File: src/rtl/priv_key_gen_if.sv
// Request/response bundle for priv_key_gen: start with e/phi in, d/valid/busy/finish out.
interface priv_key_gen_if #(parameter int WIDTH = 8);
   logic               start;
   logic [WIDTH-1:0]   e;
   logic [2*WIDTH-1:0] phi;
   logic [2*WIDTH-1:0] d;
   logic               valid;
   logic               busy;
   logic               finish;

   modport master (output start, e, phi, input d, valid, busy, finish);
   modport slave  (input start, e, phi, output d, valid, busy, finish);
endinterface

File: src/rtl/priv_key_gen.sv
// d = e^-1 mod phi via iterative extended Euclid, using a bit-serial
// restoring divider and a bit-serial shift-add multiplier.
module priv_key_gen #(parameter int WIDTH = 8) (
   input  logic           clk,
   input  logic           rst,
   priv_key_gen_if.slave  bus
);
   localparam int W2 = 2*WIDTH;
   localparam int TW = W2 + 2;
   localparam int CW = $clog2(W2) + 1;

   typedef enum logic [2:0] {IDLE, INIT, DIV, MUL, UPD, FIX, DONE} state_t;
   state_t state, state_nx;

   logic [WIDTH-1:0] e_l;
   logic [W2-1:0]    phi_l, r0, r1, q, rem, d_r;
   logic [TW-1:0]    t0, t1, prod;
   logic [CW-1:0]    cnt;
   logic             bad, valid_r;

   logic          last, fits, early, fix_ok;
   logic [W2:0]   trial;
   logic [W2-1:0] trial_sub, d_fix;
   logic [TW-1:0] prod_nx;

   assign last  = (cnt == CW'(W2-1));
   assign early = (e_l == '0) || (phi_l < W2'(2));

   // Restoring division step: bring down the next dividend bit held in q's MSB.
   assign trial     = {rem, q[W2-1]};
   assign fits      = (trial >= {1'b0, r1});
   assign trial_sub = trial[W2-1:0] - r1;

   // MSB-first shift-add of q*t1; wraps mod 2^TW, which is exact here.
   assign prod_nx = {prod[TW-2:0], 1'b0} + (q[W2-1] ? t1 : '0);

   // Final t0 lies in (-phi, phi), so one conditional add of phi lands in [0, phi).
   assign fix_ok = (r0 == W2'(1)) && !bad;
   assign d_fix  = t0[TW-1] ? (t0[W2-1:0] + phi_l) : t0[W2-1:0];

   always_ff @(posedge clk) begin
      if (rst) state <= IDLE;
      else     state <= state_nx;
   end

   always_comb begin
      state_nx = state;
      case (state)
         IDLE: if (bus.start) state_nx = INIT;
         INIT: state_nx = early ? FIX : DIV;
         DIV:  if (last) state_nx = MUL;
         MUL:  if (last) state_nx = UPD;
         UPD:  state_nx = (rem == '0) ? FIX : DIV;
         FIX:  state_nx = DONE;
         DONE: state_nx = IDLE;
         default: state_nx = IDLE;
      endcase
   end

   always_ff @(posedge clk) begin
      if (rst) begin
         e_l <= '0; phi_l <= '0; r0 <= '0; r1 <= '0; q <= '0; rem <= '0;
         t0 <= '0; t1 <= '0; prod <= '0; cnt <= '0; bad <= 1'b0;
         d_r <= '0; valid_r <= 1'b0;
      end else begin
         case (state)
            IDLE: if (bus.start) begin
               e_l   <= bus.e;
               phi_l <= bus.phi;
            end
            INIT: begin
               r0   <= phi_l;
               r1   <= W2'(e_l);
               t0   <= '0;
               t1   <= TW'(1);
               q    <= phi_l;
               rem  <= '0;
               prod <= '0;
               cnt  <= '0;
               bad  <= early;
            end
            DIV: begin
               rem <= fits ? trial_sub : trial[W2-1:0];
               q   <= {q[W2-2:0], fits};
               cnt <= last ? '0 : cnt + 1'b1;
            end
            MUL: begin
               prod <= prod_nx;
               q    <= {q[W2-2:0], 1'b0};
               cnt  <= last ? '0 : cnt + 1'b1;
            end
            UPD: begin
               r0   <= r1;
               r1   <= rem;
               t0   <= t1;
               t1   <= t0 - prod;
               q    <= r1;
               rem  <= '0;
               prod <= '0;
               cnt  <= '0;
            end
            FIX: begin
               valid_r <= fix_ok;
               d_r     <= fix_ok ? d_fix : '0;
            end
            default: ;
         endcase
      end
   end

   assign bus.d      = d_r;
   assign bus.valid  = valid_r;
   assign bus.busy   = (state != IDLE);
   assign bus.finish = (state == DONE);
endmodule

File: src/flat_wrapper.sv
// flat-port wrapper written by rule: the top's interface ports become plain ports
module priv_key_gen_flat 
#(parameter int WIDTH = 8)
  (clk, rst, bus_start, bus_e, bus_phi, bus_d, bus_valid, bus_busy, bus_finish);
  priv_key_gen_if #(.WIDTH(WIDTH)) bus_i ();
  input  logic clk;
  input  logic rst;
  input wire logic [$bits(bus_i.start)-1:0] bus_start;
  input wire logic [$bits(bus_i.e)-1:0] bus_e;
  input wire logic [$bits(bus_i.phi)-1:0] bus_phi;
  output wire logic [$bits(bus_i.d)-1:0] bus_d;
  output wire logic [$bits(bus_i.valid)-1:0] bus_valid;
  output wire logic [$bits(bus_i.busy)-1:0] bus_busy;
  output wire logic [$bits(bus_i.finish)-1:0] bus_finish;
  assign bus_i.start = bus_start;
  assign bus_i.e = bus_e;
  assign bus_i.phi = bus_phi;
  assign bus_d = bus_i.d;
  assign bus_valid = bus_i.valid;
  assign bus_busy = bus_i.busy;
  assign bus_finish = bus_i.finish;
  priv_key_gen #(.WIDTH(WIDTH)) u_core (.clk(clk), .rst(rst), .bus(bus_i));
endmodule
File: config.mk
export PLATFORM = sky130hd
export DESIGN_NAME = priv_key_gen_flat
export DESIGN_NICKNAME = d
export VERILOG_FILES = /design/src/rtl/priv_key_gen_if.sv /design/src/rtl/priv_key_gen.sv /design/src/flat_wrapper.sv
export SDC_FILE = /design/constraint.sdc
export NUM_CORES = 1
export LEC_CHECK = 0
export CAP_MARGIN = 20
export CELL_PAD_IN_SITES_DETAIL_PLACEMENT = 1
export CELL_PAD_IN_SITES_GLOBAL_PLACEMENT = 1
export CORE_MARGIN = 3
export CORE_UTILIZATION = 45
export CTS_CLUSTER_SIZE = 14
export DETAILED_ROUTE_END_ITERATION = 6
export PLACE_DENSITY_LB_ADDON = 0.3
export SLEW_MARGIN = 20
export SYNTH_ARGS = -nofsm -noshare
export SYNTH_HDL_FRONTEND = slang
export SYNTH_SLANG_ARGS = --single-unit
File: constraint.sdc
create_clock -name clk -period 3.2 [get_ports clk]
set_input_delay 0.64 -clock clk [delete_from_list [all_inputs] [get_ports clk]]
set_output_delay 0.64 -clock clk [all_outputs]
set_load 0.02 [all_outputs]
==> results of run 1 <==
-- cell usage in the layout (no fill, tap or decap), types with 33 or more instances in the layout --
master	count
a211oi_1	51
a21oi_1	96
a22o_1	44
buf_4	33
clkdlybuf4s50_1	44
dfxtp_1	167
ha_1	65
inv_1	52
nand2_1	123
nor2_1	96
o22ai_1	37
xnor2_1	38
-- cell type report --
class                   count  area [um2]
fillers                  2556        9980
multi-input cells         894        6020
flip-flops and latches    168        3360
repair buffers             78         708
clock buffers              17         425
well taps                 275         344
inverters                  54         203
clock inverters            15         170
-- per-stage QoR --
| step | cell area (um2) | worst slack (ps) |
|---|---|---|
| 2_1_floorplan | 9830 | 618 |
| 3_3_place_gp | 10600 | 579 |
| 3_5_place_dp | 10600 | 467 |
| 4_1_cts | 11200 | 431 |
| 5_1_grt | 11200 | 180 |
| 6_report | 11200 | 409 |
-- worst max-delay path: stages, from the launching register on --
cell	delay, ps
dfxtp_1	530
buf_4	400
nor2_2	90
nand2_1	70
clkdlybuf4s50_1	590
-- cells by family (layout without fill, tap and decap cells) --
kind of cell | Yosys count | after routing | synth area share
fa+ha+maj | 69 | 69 | 0.0909
mux | 22 | 22 | 0.0228
xor+xnor | 52 | 52 | 0.0463
buf+inv | 119 | 164 | 0.0472
simple gates | 341 | 341 | 0.161
compound gates | 410 | 410 | 0.289
flops | 168 | 168 | 0.342
-- per-layer routing --
metal	track usage	up-vias	routed length [um]
met4	0.108	0	1090
met2	0.454	232	15500
met1	0.325	4514	13200
met5	0	-	0
met3	0.0377	65	1320
li1	-	4411	-
-- report_power, final --
part	switching (uW)	internal [uW]	total, uW
registers	429	2450	2880
logic	3240	1990	5230
clock network	1050	1050	2100
-- path summary, 6_finish.rpt --
check                        from         endpoint  slack, ps  depth (start not counted)
hold / removal    u_core.bus.d[7]  u_core.bus.d[7]        450                          2
setup / recovery  u_core.state[0]         bus_busy        410                          4
setup reg to reg     u_core.r1[8]   u_core.rem[11]        420                         10
hold reg to reg   u_core.bus.d[7]  u_core.bus.d[7]        450                          2
-- registers in the layout, indices dropped and copies added, names as in the netlist --
signal / cells
u_core.r0: 16
u_core.e_l: 8
u_core.rem: 16
u_core.r1: 16
u_core.prod: 18
u_core.t0: 18
u_core.cnt: 5
u_core.bad: 1
u_core.phi_l: 16
u_core.bus.valid: 1
u_core.state: 3
u_core.bus.d: 16
u_core.q: 16
u_core.t1: 18
==> summary.md, run 1 <==
| Metric | Value |
|---|---|
| Final Hold Fails | `0` |
| Highest achievable clock rate | `0.358 GHz` |
| Clk_lat worst skew | `450 ps` |
| Syn_area_per_cell | `8.32 um2` |
| Synth unique cells | `80` |
| Power Total | `10,200 uW` |
| TNS Setup | `0 ps` |
| Crit-path max FO | `22` |
| Max Cap Violations | `0` |
| Async S/R FF share, synth | `0` |
| Worst min path class | `flip-flop to flip-flop` |
| Data required time of the worst path | `2560 ps` |
| DRC Markers | `0` |
| Initial core utilization | `0.463` |
| CTS Buffer Depth | `2` |
| Worst EP arrival | `2150 ps` |
| Max-slew headroom | `0.431` |
| GRT Util Overall | `0.262` |
| Commonest cells post-synth | `dfxtp_1, nand2_1, nor2_1` |
| Synth Cell Area | `9830 um2` |
| Synth top area share | `0.342` |
| Maximum vdd drop | `0.000771 V` |
| Crit path kind | `flip-flop to output port` |
| Vias per cell | `6.14` |
| Initial DRT Pass Iterations | `5` |
| Number of synthesized flops with an enable pin | `0` |
| Yosys warnings | `0` |
| Worst Clk Skew | `15.2 ps` |
| IO Count | `46` |
| Grt total ovfl | `0` |
| H-tree Lvls | `4` |
| Total number of vias | `9,222` |
| Post-synth top area cell | `dfxtp_1` |
| Die width | `154 um` |
| Root Buffer | `clkbuf_16` |
| N_diodes | `0` |
| Post-DRT Antenna Nets | `0` |
| Final setup fails | `0` |
| Post-synthesis sequential area ratio | `0.342` |
| Yosys reg bits | `168` |
| CTS resizes | `0` |
| Non-Filler Instances | `1,501` |
| Largest net degree at the start of global routing | `59` |
| Period utilisation layout | `0.872` |
| Most instantiated library cell after synthesis | `dfxtp_1` |
| RSZ-0062 raised after global routing | `no` |
| Syn nets | `1,277` |
| Placer Congestion | `0.863` |
| Status | `finished, final reports clean` |
| Slew Viols, Final | `0` |
| Initial antenna violation count | `0` |
| Leakage | `0.00432 uW` |
| Post-CTS Setup Inserts | `0` |
| # rows | `53` |
| Chip height | `154 um` |
| Hold WS | `450 ps` |
| CTS Buf Count | `17` |
| Worst Setup End Kind | `output port` |
| Clk slew on worst S/H paths | `80 ps` |
| DR iter-0 viols | `560` |
| Post-detail-place hpwl | `22,400 um` |
| Core area | `21,200 um2` |
| Slew @ Worst Pin | `848 ps` |
| Worst setup SP type | `flip-flop` |
| Vias in the first global route | `9,541` |
| CTS tree | `yes` |
| Die area | `23,600 um2` |
| # nets final | `1,309` |
| Pwr/cell area | `908 nW/um2` |
| Cells after synthesis | `1,181` |
| Largest cells by area after synthesis | `dfxtp_1, ha_1, a21oi_1` |
| Top FF cell, synth | `dfxtp_1` |
| CTS Sinks | `168` |
| Share of cells above drive strength 1 | `0.0759` |
| Post-DR wirelength/cell | `20.7 um` |
| IO buf count | `45` |
| Drt total wl | `31,100 um` |
| Final core occ | `0.530` |
| Placed insts | `1,469` |
| Tmin final | `2790 ps` |
| Area grow syn2layout | `14.3%` |
| First-pass GRT wire length | `50,600 um` |
| Hold-fix buffer count after cts | `0` |
Note: power is estimated with default switching activity, not from simulation.
==> run 2: changes to the inputs <==
- CTS_BUF_LIST: not set -> sky130_fd_sc_hd__clkbuf_4
==> run 2 against run 1 <==
Compared with the run above:
- largest power group unchanged
- critical path depth is the same
- hold slack gained 10 ps
- clock power shrank 38%
- register-to-register slack is essentially flat
- count of clock-buffer cells in the layout is the same
- worst setup slack lost 200 ps
- combinational power shrank 1%
- via count shrank 1.0%
- maximum frequency shrank 6.6%
==> summary.md, run 2 (synthesis gave the netlist of run 1 again) <==
| Metric | Value |
|---|---|
| Status | `finished, final reports clean` |
| Post-route cell area | `10,900 um2 (-2.6%)` |
| Root Buffer | `clkbuf_4` |
| Crit path kind | `flip-flop to output port` |
| # nets final | `1,309 (unchanged)` |
| Drt total wl | `30,200 um (-2.9%)` |
| Non-Filler Instances | `1,502 (+0.067%)` |
| DR iter-0 viols | `502 (-10%)` |
| Placer Congestion | `0.863 (unchanged)` |
| Sw frac | `0.487 (+0.0243)` |
| GRT Util Overall | `0.255 (-0.00701)` |
| Final setup fails | `0 (unchanged)` |
| # rows | `53 (unchanged)` |
| Leakage | `0.00419 uW (-3.0%)` |
| Placed insts | `1,469 (unchanged)` |
| Worst Clk Skew | `40.3 ps (+25.1 ps)` |
| Largest net degree at the start of global routing | `59 (unchanged)` |
| Clk slew on worst S/H paths | `180 ps (+100 ps)` |
| Vias in the first global route | `9,394 (-1.5%)` |
| IO buf count | `45 (unchanged)` |
| Maximum vdd drop | `0.000767 V (-0.61%)` |
| Period utilisation layout | `0.934 (+0.0617)` |
| Worst setup SP type | `flip-flop` |
| Post-DR wirelength/cell | `20.1 um (-3.0%)` |
| Pwr/cell area | `855 nW/um2 (-5.9%)` |
| Total number of vias | `9,127 (-1.0%)` |
| Share of cells above drive strength 1 | `0.0759 (unchanged)` |
| CTS Buf Count | `17 (unchanged)` |
| Final Hold Fails | `0 (unchanged)` |
| Initial DRT Pass Iterations | `5 (unchanged)` |
| TNS Setup | `0 ps (unchanged)` |
| CP max stage delay | `590 ps (about the same)` |
| Worst path cell trace | `buf_4 > nor2_2 > nand2_1 > clkdlybuf4s50_1` |
| Clk pwr share | `0.140 (-0.066)` |
| Registers with the most flip-flops | `u_core.prod x18, u_core.t0 x18, u_core.t1 x18` |
| Crit-path max FO | `22 (unchanged)` |
| Grt total ovfl | `0 (unchanged)` |
| Worst min path class | `flip-flop to flip-flop` |
| Die area | `23,600 um2 (unchanged)` |
| RSZ-0062 raised after global routing | `no` |
| CTS Sinks | `168 (unchanged)` |
| CTS resizes | `0 (unchanged)` |
| Die width | `154 um (unchanged)` |
| Max-slew headroom | `0.437 (+0.00625)` |
| Max Cap Violations | `0 (unchanged)` |
| Highest achievable clock rate | `0.335 GHz (-6.6%)` |
| Slew Viols, Final | `0 (unchanged)` |
| Post-detail-place hpwl | `22,400 um (unchanged)` |
| Vias per cell | `6.08 (-1.1%)` |
| NetSw | `4550 uW (-3.6%)` |
| First-pass GRT wire length | `49,500 um (-2.2%)` |
| Core area | `21,200 um2 (unchanged)` |
| Hold-fix buffer count after cts | `0 (unchanged)` |
| Post-DRT Antenna Nets | `0 (unchanged)` |
| DRC Markers | `0 (unchanged)` |
| Flop pwr share | `0.306 (+0.024)` |
| Internal power | `4800 uW (-13%)` |
| Clk_lat worst skew | `610 ps (+160 ps)` |
| Post-CTS Setup Inserts | `0 (unchanged)` |
| Slew @ Worst Pin | `839 ps (-9.30 ps)` |
| IO Count | `46 (unchanged)` |
| Data required time of the worst path | `2560 ps (about the same)` |
| CTS tree | `yes` |
| Most frequent cells in the layout | `dfxtp_1, nand2_1, a21oi_1, nor2_1, ha_1` |
| Chip height | `154 um (unchanged)` |
| H-tree Lvls | `4 (unchanged)` |
| Area grow syn2layout | `11.3%` |
| Filler Cell Count | `2,588 (+1.3%)` |
| CTS Buffer Depth | `2 (unchanged)` |
| Worst EP arrival | `2350 ps (+200 ps)` |
| Tmin final | `2990 ps (+197 ps)` |
| Initial antenna violation count | `1 (+1)` |
| Worst Setup End Kind | `output port` |
| Most common cell after layout, fill and taps aside | `dfxtp_1` |
| Power Total | `9350 uW (-8.4%)` |
| CP max-delay cell | `clkdlybuf4s50_1` |
| Placement Cell Area | `10,600 um2 (unchanged)` |
| Initial core utilization | `0.463 (unchanged)` |
| Comb power frac | `0.554 (+0.042)` |
==> run 2: cell count changes in the layout (fill, tap and decap cells not counted) <==
cell | before | now
clkbuf_16 | 17 | 0
clkbuf_4 | 0 | 17
diode_2 | 0 | 1
==> run 2: power by group through the flow <==
stage	Clock, uW	Combinational [uW]	Sequential (uW)
6_report	1310	5180	2870
3_3_place_gp	0	5020	2890
3_5_place_dp	0	5150	2900
2_1_floorplan	0	3970	2730
4_1_cts	1330	5170	2850
5_1_grt	1410	5750	2910
==> run 2: path summary, 6_finish.rpt <==
kind | start | cells after the start | slack, ps | end
setup reg to reg | u_core.r1[1] | 10 | 410 | u_core.rem[11]
hold reg to reg | u_core.bus.d[7] | 2 | 460 | u_core.bus.d[7]
hold / removal | u_core.bus.d[7] | 2 | 460 | u_core.bus.d[7]
setup / recovery | u_core.state[0] | 4 | 210 | bus_busy
==> run 2: final cells by class <==
type / count / area [um2] / area share
multi-input combinational: 894 / 6020 / 0.550
sequential: 168 / 3360 / 0.307
timing repair buffer: 78 / 708 / 0.0647
tap: 275 / 344 / 0.0314
inverter: 54 / 203 / 0.0185
clock inverter: 15 / 170 / 0.0155
clock buffer: 17 / 128 / 0.0117
antenna: 1 / 2.50 / 0.000229
==> run 2: worst max-delay path: cells and delay by family (launching register included) <==
| kind | cells | cell delay, ps |
|---|---|---|
| buffers and inverters | 2 | 990 |
| flip-flops | 1 | 570 |
| AND/OR/NAND/NOR | 2 | 160 |
==> run 2: metal layers <==
| metal | GRT usage | up-vias | share of wire |
|---|---|---|---|
| met5 | 0 | - | 0 |
| met4 | 0.0866 | 0 | 0.026 |
| met3 | 0.0270 | 39 | 0.035 |
| met2 | 0.447 | 200 | 0.50 |
| met1 | 0.326 | 4471 | 0.44 |
| li1 | - | 4417 | - |
==> run 2: through the flow <==
stage	worst slack, ps	hold WS (ps)	util
after floorplan	618	435	-
after global routing	121	486	0.516
after detailed placement	467	444	0.501
after CTS	215	465	0.515
after global placement	579	436	0.501
final	211	460	0.516
